==> src/rtl/gpio_pkg.sv <==
// Shared definitions for the GPIO bank: register map and width limit.
package gpio_pkg;

  localparam int unsigned GPIO_MAX_WIDTH = 16;

  typedef enum logic [2:0] {
    GPIO_DATA = 3'd0,
    GPIO_DIR  = 3'd1,
    GPIO_SET  = 3'd2,
    GPIO_CLR  = 3'd3,
    GPIO_TGL  = 3'd4,
    GPIO_RISE = 3'd5,
    GPIO_FALL = 3'd6,
    GPIO_PEND = 3'd7
  } gpio_reg_e;

endpackage

==> src/rtl/gpio_sync.sv <==
// Input synchroniser, previous-sample register and post-reset arming for edge detection.
module gpio_sync #(
  parameter int unsigned WIDTH       = 8,
  parameter int unsigned SYNC_STAGES = 2
) (
  input  logic             clk,
  input  logic             resetq,
  input  logic [WIDTH-1:0] pin_in,
  output logic [WIDTH-1:0] sync,
  output logic [WIDTH-1:0] rise_raw,
  output logic [WIDTH-1:0] fall_raw
);

  localparam logic [2:0] ARM_COUNT = 3'(SYNC_STAGES + 1);

  logic [SYNC_STAGES-1:0][WIDTH-1:0] chain;
  logic [WIDTH-1:0]                  prev;
  logic [2:0]                        arm_cnt;
  logic                              armed;

  always_ff @(posedge clk or negedge resetq) begin
    if (!resetq) begin
      chain   <= '0;
      prev    <= '0;
      arm_cnt <= '0;
    end else begin
      chain <= {chain[SYNC_STAGES-2:0], pin_in};
      prev  <= chain[SYNC_STAGES-1];
      if (!armed)
        arm_cnt <= arm_cnt + 3'd1;
    end
  end

  assign sync  = chain[SYNC_STAGES-1];
  // Held off until the chain and prev hold real samples, so pins high at reset don't look like rises.
  assign armed = (arm_cnt == ARM_COUNT);

  assign rise_raw = sync & ~prev & {WIDTH{armed}};
  assign fall_raw = ~sync & prev & {WIDTH{armed}};

endmodule

==> src/rtl/gpio_bank.sv <==
// GPIO bank: output/direction registers, atomic set/clear/toggle, edge-detect interrupts.
module gpio_bank
  import gpio_pkg::*;
#(
  parameter int unsigned      WIDTH       = 8,
  parameter int unsigned      SYNC_STAGES = 2,
  parameter logic [WIDTH-1:0] OUT_RESET   = '0
) (
  input  logic             clk,
  input  logic             resetq,
  input  logic             sel,
  input  logic             rd,
  input  logic             wr,
  input  logic [2:0]       addr,
  input  logic [15:0]      wd,
  output logic [15:0]      rdata,
  input  logic [WIDTH-1:0] pin_in,
  output logic [WIDTH-1:0] pin_out,
  output logic [WIDTH-1:0] pin_oe,
  output logic             irq
);

  logic [WIDTH-1:0] out_q, dir_q, rise_en, fall_en, pend;
  logic [WIDTH-1:0] sync, rise_raw, fall_raw;
  logic [WIDTH-1:0] wd_w, clr_mask, pend_next, rd_w;
  logic [15:0]      rdata_ext;
  logic             we;
  gpio_reg_e        reg_sel;
  logic             unused_bits;

  gpio_sync #(
    .WIDTH       (WIDTH),
    .SYNC_STAGES (SYNC_STAGES)
  ) u_sync (
    .clk      (clk),
    .resetq   (resetq),
    .pin_in   (pin_in),
    .sync     (sync),
    .rise_raw (rise_raw),
    .fall_raw (fall_raw)
  );

  assign wd_w        = wd[WIDTH-1:0];
  assign we          = sel & wr;
  assign reg_sel     = gpio_reg_e'(addr);
  assign unused_bits = ^{rd, wd};

  // Enables are the pre-write values, and a new edge overrides a same-cycle W1C.
  always_comb begin
    clr_mask = '0;
    if (we && reg_sel == GPIO_PEND)
      clr_mask = wd_w;
    pend_next = (pend & ~clr_mask) | (rise_raw & rise_en) | (fall_raw & fall_en);
  end

  always_ff @(posedge clk or negedge resetq) begin
    if (!resetq) begin
      out_q   <= OUT_RESET;
      dir_q   <= '0;
      rise_en <= '0;
      fall_en <= '0;
      pend    <= '0;
    end else begin
      if (we) begin
        case (reg_sel)
          GPIO_DATA: out_q   <= wd_w;
          GPIO_DIR:  dir_q   <= wd_w;
          GPIO_SET:  out_q   <= out_q | wd_w;
          GPIO_CLR:  out_q   <= out_q & ~wd_w;
          GPIO_TGL:  out_q   <= out_q ^ wd_w;
          GPIO_RISE: rise_en <= wd_w;
          GPIO_FALL: fall_en <= wd_w;
          default:   ;
        endcase
      end
      pend <= pend_next;
    end
  end

  always_comb begin
    rd_w = '0;
    case (reg_sel)
      GPIO_DATA: rd_w = sync;
      GPIO_DIR:  rd_w = dir_q;
      GPIO_SET,
      GPIO_CLR,
      GPIO_TGL:  rd_w = out_q;
      GPIO_RISE: rd_w = rise_en;
      GPIO_FALL: rd_w = fall_en;
      GPIO_PEND: rd_w = pend;
      default:   rd_w = '0;
    endcase
    rdata_ext = '0;
    if (sel)
      rdata_ext[WIDTH-1:0] = rd_w;
  end

  assign rdata   = rdata_ext;
  assign pin_out = out_q;
  assign pin_oe  = dir_q;
  assign irq     = |pend;

endmodule
==> config.mk <==
export PLATFORM = sky130hd
export DESIGN_NAME = gpio_bank
export DESIGN_NICKNAME = d
export VERILOG_FILES = /design/src/rtl/gpio_pkg.sv /design/src/rtl/gpio_sync.sv /design/src/rtl/gpio_bank.sv
export SDC_FILE = /design/constraint.sdc
export NUM_CORES = 1
export LEC_CHECK = 0
export ABC_AREA = 1
export BUFFER_PORTS_ARGS = -buffer_cell sky130_fd_sc_hd__buf_2
export CAP_MARGIN = 20
export CORE_UTILIZATION = 40
export CTS_CLUSTER_DIAMETER = 100
export DETAILED_ROUTE_END_ITERATION = 10
export GPL_TIMING_DRIVEN = 0
export SYNTH_ARGS = -nofsm -noshare
export SYNTH_HDL_FRONTEND = slang
export SYNTH_HIERARCHICAL = 1
export SYNTH_SLANG_ARGS = --single-unit
==> constraint.sdc <==
create_clock -name clk -period 3.5 [get_ports clk]
set_input_delay 0.35 -clock clk [delete_from_list [all_inputs] [get_ports clk]]
set_output_delay 0.35 -clock clk [all_outputs]
set_load 0.05 [all_outputs]
==> out/qor.csv <==
stage,metric,value,unit
clocking,numCtsBuffers,9,
critical_path,end_kind,output pin,
global_route,grt_pass1_wl,16300,um
finish,layout.cells.most_common,nand2_1,
global_route,grt_max_degree,68,
synthesis,yosysSeqAreaShare,0.460,
sta,layout_min_cycle_time,2.41,ns
synthesis,async_flop_share,1.00,
critical_path,crit_path_start,addr[2],
synthesis,syn_area_per_cell,7.81,um^2
clocking,clk_latency,0.36,ns
synthesis,ys_seq_elements,67,
finish,mostFrequentLayoutCells,"134 x nand2_1, 67 x dfrtp_1, 53 x nor2_1",
finish,instances_no_fill,643,
critical_path,crit_fanout,10,
clocking,root_buffer,clkbuf_8,
route,drt_iter0_drc,179,
global_route,grt_overflow,0,
finish,layout-drive-gt1-share,0.193,
critical_path,reg2reg_depth,7,
sta,worst_pin_slew,0.865,ns
die,die_area,0.00949,mm^2
power_and_ir_drop,leakage,2.23,nW
sta,finalMaxSlewViolations,0,
clocking,cts_setup_buffers,0,
clocking,htree_levels,3,
die,die_h,97.4,um
global_route,grt_use_total,0.218,
die,start_util,0.415,
place,place_area,0.00404,mm^2
finish,syn_to_final_growth,16.1,%
synthesis,synth_area,0.00364,mm^2
route,avgRoutedWirePerCell,14.6,um
sta,fin_crit_sh,0.689,
sta,clock-skew-final,0.00746,ns
clocking,cts_tree,done,
die,core_area,0.00876,mm^2
flow_run,drv_cap,0,
synthesis,yosysUniqueCellTypes,24,
synthesis,netlist_instances,466,
clocking,cts_max_path_buffers,2,
route,num_vias,3297,
clocking,clkTransAtPathRegs,0.08,ns
finish,num_antenna_cells,0,
finish,final_cell_area,0.00423,mm^2
global_route,grt_pass1_vias,3387,
place,hpwl,6840,um
die,num_rows,34,
place,dp_cells,627,
die,pin_count,65,
finish,fillers,896,
synthesis,synth_flop_cell,dfrtp_1,
outcome,status,completed,
sta,max_freq,415,MHz
sta,grt_setup_unrepaired,no,
route,dr.pass1.iters,4,
finish,nNetsFinal,581,
place,io_buffer_count,46,
sta,fin_hold_ws,0.0899,ns
clocking,clock-sinks,67,
synthesis,synth_edf_count,0,
critical_path,cp_data_arrival_time,2.06,ns
sta,hold_viol,0,
route,vias_per_cell,5.13,
power_and_ir_drop,p_per_area,512,mW/mm^2
clocking,postCtsHoldBufs,0,
global_route,antenna_found_initial,0,
min_path,hp-class,primary input to async pin,
sta,fin_setup_tns,0,ns
critical_path,cp.required,3.15,ns
critical_path,r2r_start,u_sync/arm_cnt[0],
clocking,post_cts_resized,0,
critical_path,cp-start-kind,primary input,
sta,slew_headroom,0.423,
die,die_w,97.4,um
route,ant_nets,0,
route,drc,0,
place,finalWeightedCongestion,0.862,
synthesis,ys.warnings.count,6,
power_and_ir_drop,vdd_drop_max,0.363,mV
route,wl,9380,um
finish,post-route-util,0.482,
critical_path,critPathKind,primary input to output pin,
sta,setup-violations-final,0,
metal layers:
layer  wire, um  global-route usage  share of wire
met4        108              0.0690          0.012
met1       4230               0.279           0.45
met3        556              0.0453          0.059
met5          0                   0              0
met2       4480               0.367           0.48
final cells by class:
type / count / area (um^2) / area share
buffer: 30 / 196 / 0.0465
inverter: 41 / 154 / 0.0364
tap: 108 / 135 / 0.0320
sequential: 67 / 1680 / 0.397
multi-input combinational: 335 / 1640 / 0.388
timing repair buffer: 46 / 233 / 0.0551
clock inverter: 7 / 67.6 / 0.0160
clock buffer: 9 / 124 / 0.0293
power breakdown:
group / switching (W) / internal [W] / leakage [nW]
sequential: 0.0000967 / 0.000877 / 0.781
combinational: 0.000397 / 0.000157 / 1.35
clock: 0.000357 / 0.000278 / 0.0962
total: 0.000851 / 0.00131 / 2.23
cells in the mapped netlist (2+ instances only):
library cell | count | area [um^2]
nand2_1 | 134 | 503
dfrtp_1 | 67 | 1680
nor2_1 | 53 | 199
nand3_1 | 41 | 205
inv_1 | 37 | 139
o21ai_1 | 29 | 145
ha_1 | 19 | 238
buf_4 | 18 | 135
nand4_1 | 17 | 106
o21ai_0 | 12 | 60.1
a21oi_1 | 8 | 40.0
buf_2 | 7 | 35.0
nand2_2 | 5 | 31.3
clkbuf_1 | 4 | 15.0
inv_2 | 4 | 15.0
nor2_2 | 2 | 12.5
nor4_1 | 2 | 12.5
state kept, by name, indices dropped and copies added (netlist names):
signal / flops
pin_oe: 8
u_sync/arm_cnt: 3
fall_en: 8
pin_out: 8
u_sync/prev: 8
pend: 8
rise_en: 8
u_sync/sync: 8
u_sync/chain: 8
per-stage QoR:
| stage | setup slack, ns | total power, W |
|---|---|---|
| after CTS | 1.14 | 0.00218 |
| final | 1.09 | 0.00216 |
| after global placement | 1.14 | 0.00153 |
| after detailed placement | 1.14 | 0.00154 |
| after global routing | 0.950 | 0.00228 |
| after floorplan | 1.22 | 0.00138 |
worst paths after layout:
| check | endpoint | slack (ns) |
|---|---|---|
| setup / recovery | rdata[2] | 1.09 |
| hold / removal | pin_out[3] | 0.09 |
| setup reg to reg | pend[1] | 2.06 |
| hold reg to reg | u_sync/sync[2] | 0.35 |
| max in group asynchronous | fall_en[1] | 2.83 |
| min in group clk | u_sync/chain[7] | 0.09 |
cell families after synthesis:
kind of cell               after synthesis  synth area share
DFF                                     67             0.460
AOI/OAI and AO/OA                       50            0.0694
other                                    1           0.00103
buffers and inverters                   71            0.0962
and+or+nand+nor                        258             0.308
adders and majority gates               19            0.0653
worst max-delay path, cell delays in order:
cell and delay [ns]:
buf_2 0.14, inv_2 0.05, buf_2 0.26, nand2_2 0.22
nand2_2 0.22, buf_4 0.20, nand2_1 0.07, nand2_1 0.08
nor2_1 0.04, nor2_1 0.13, buf_2 0.29
Power figures use the tool's default switching activity.
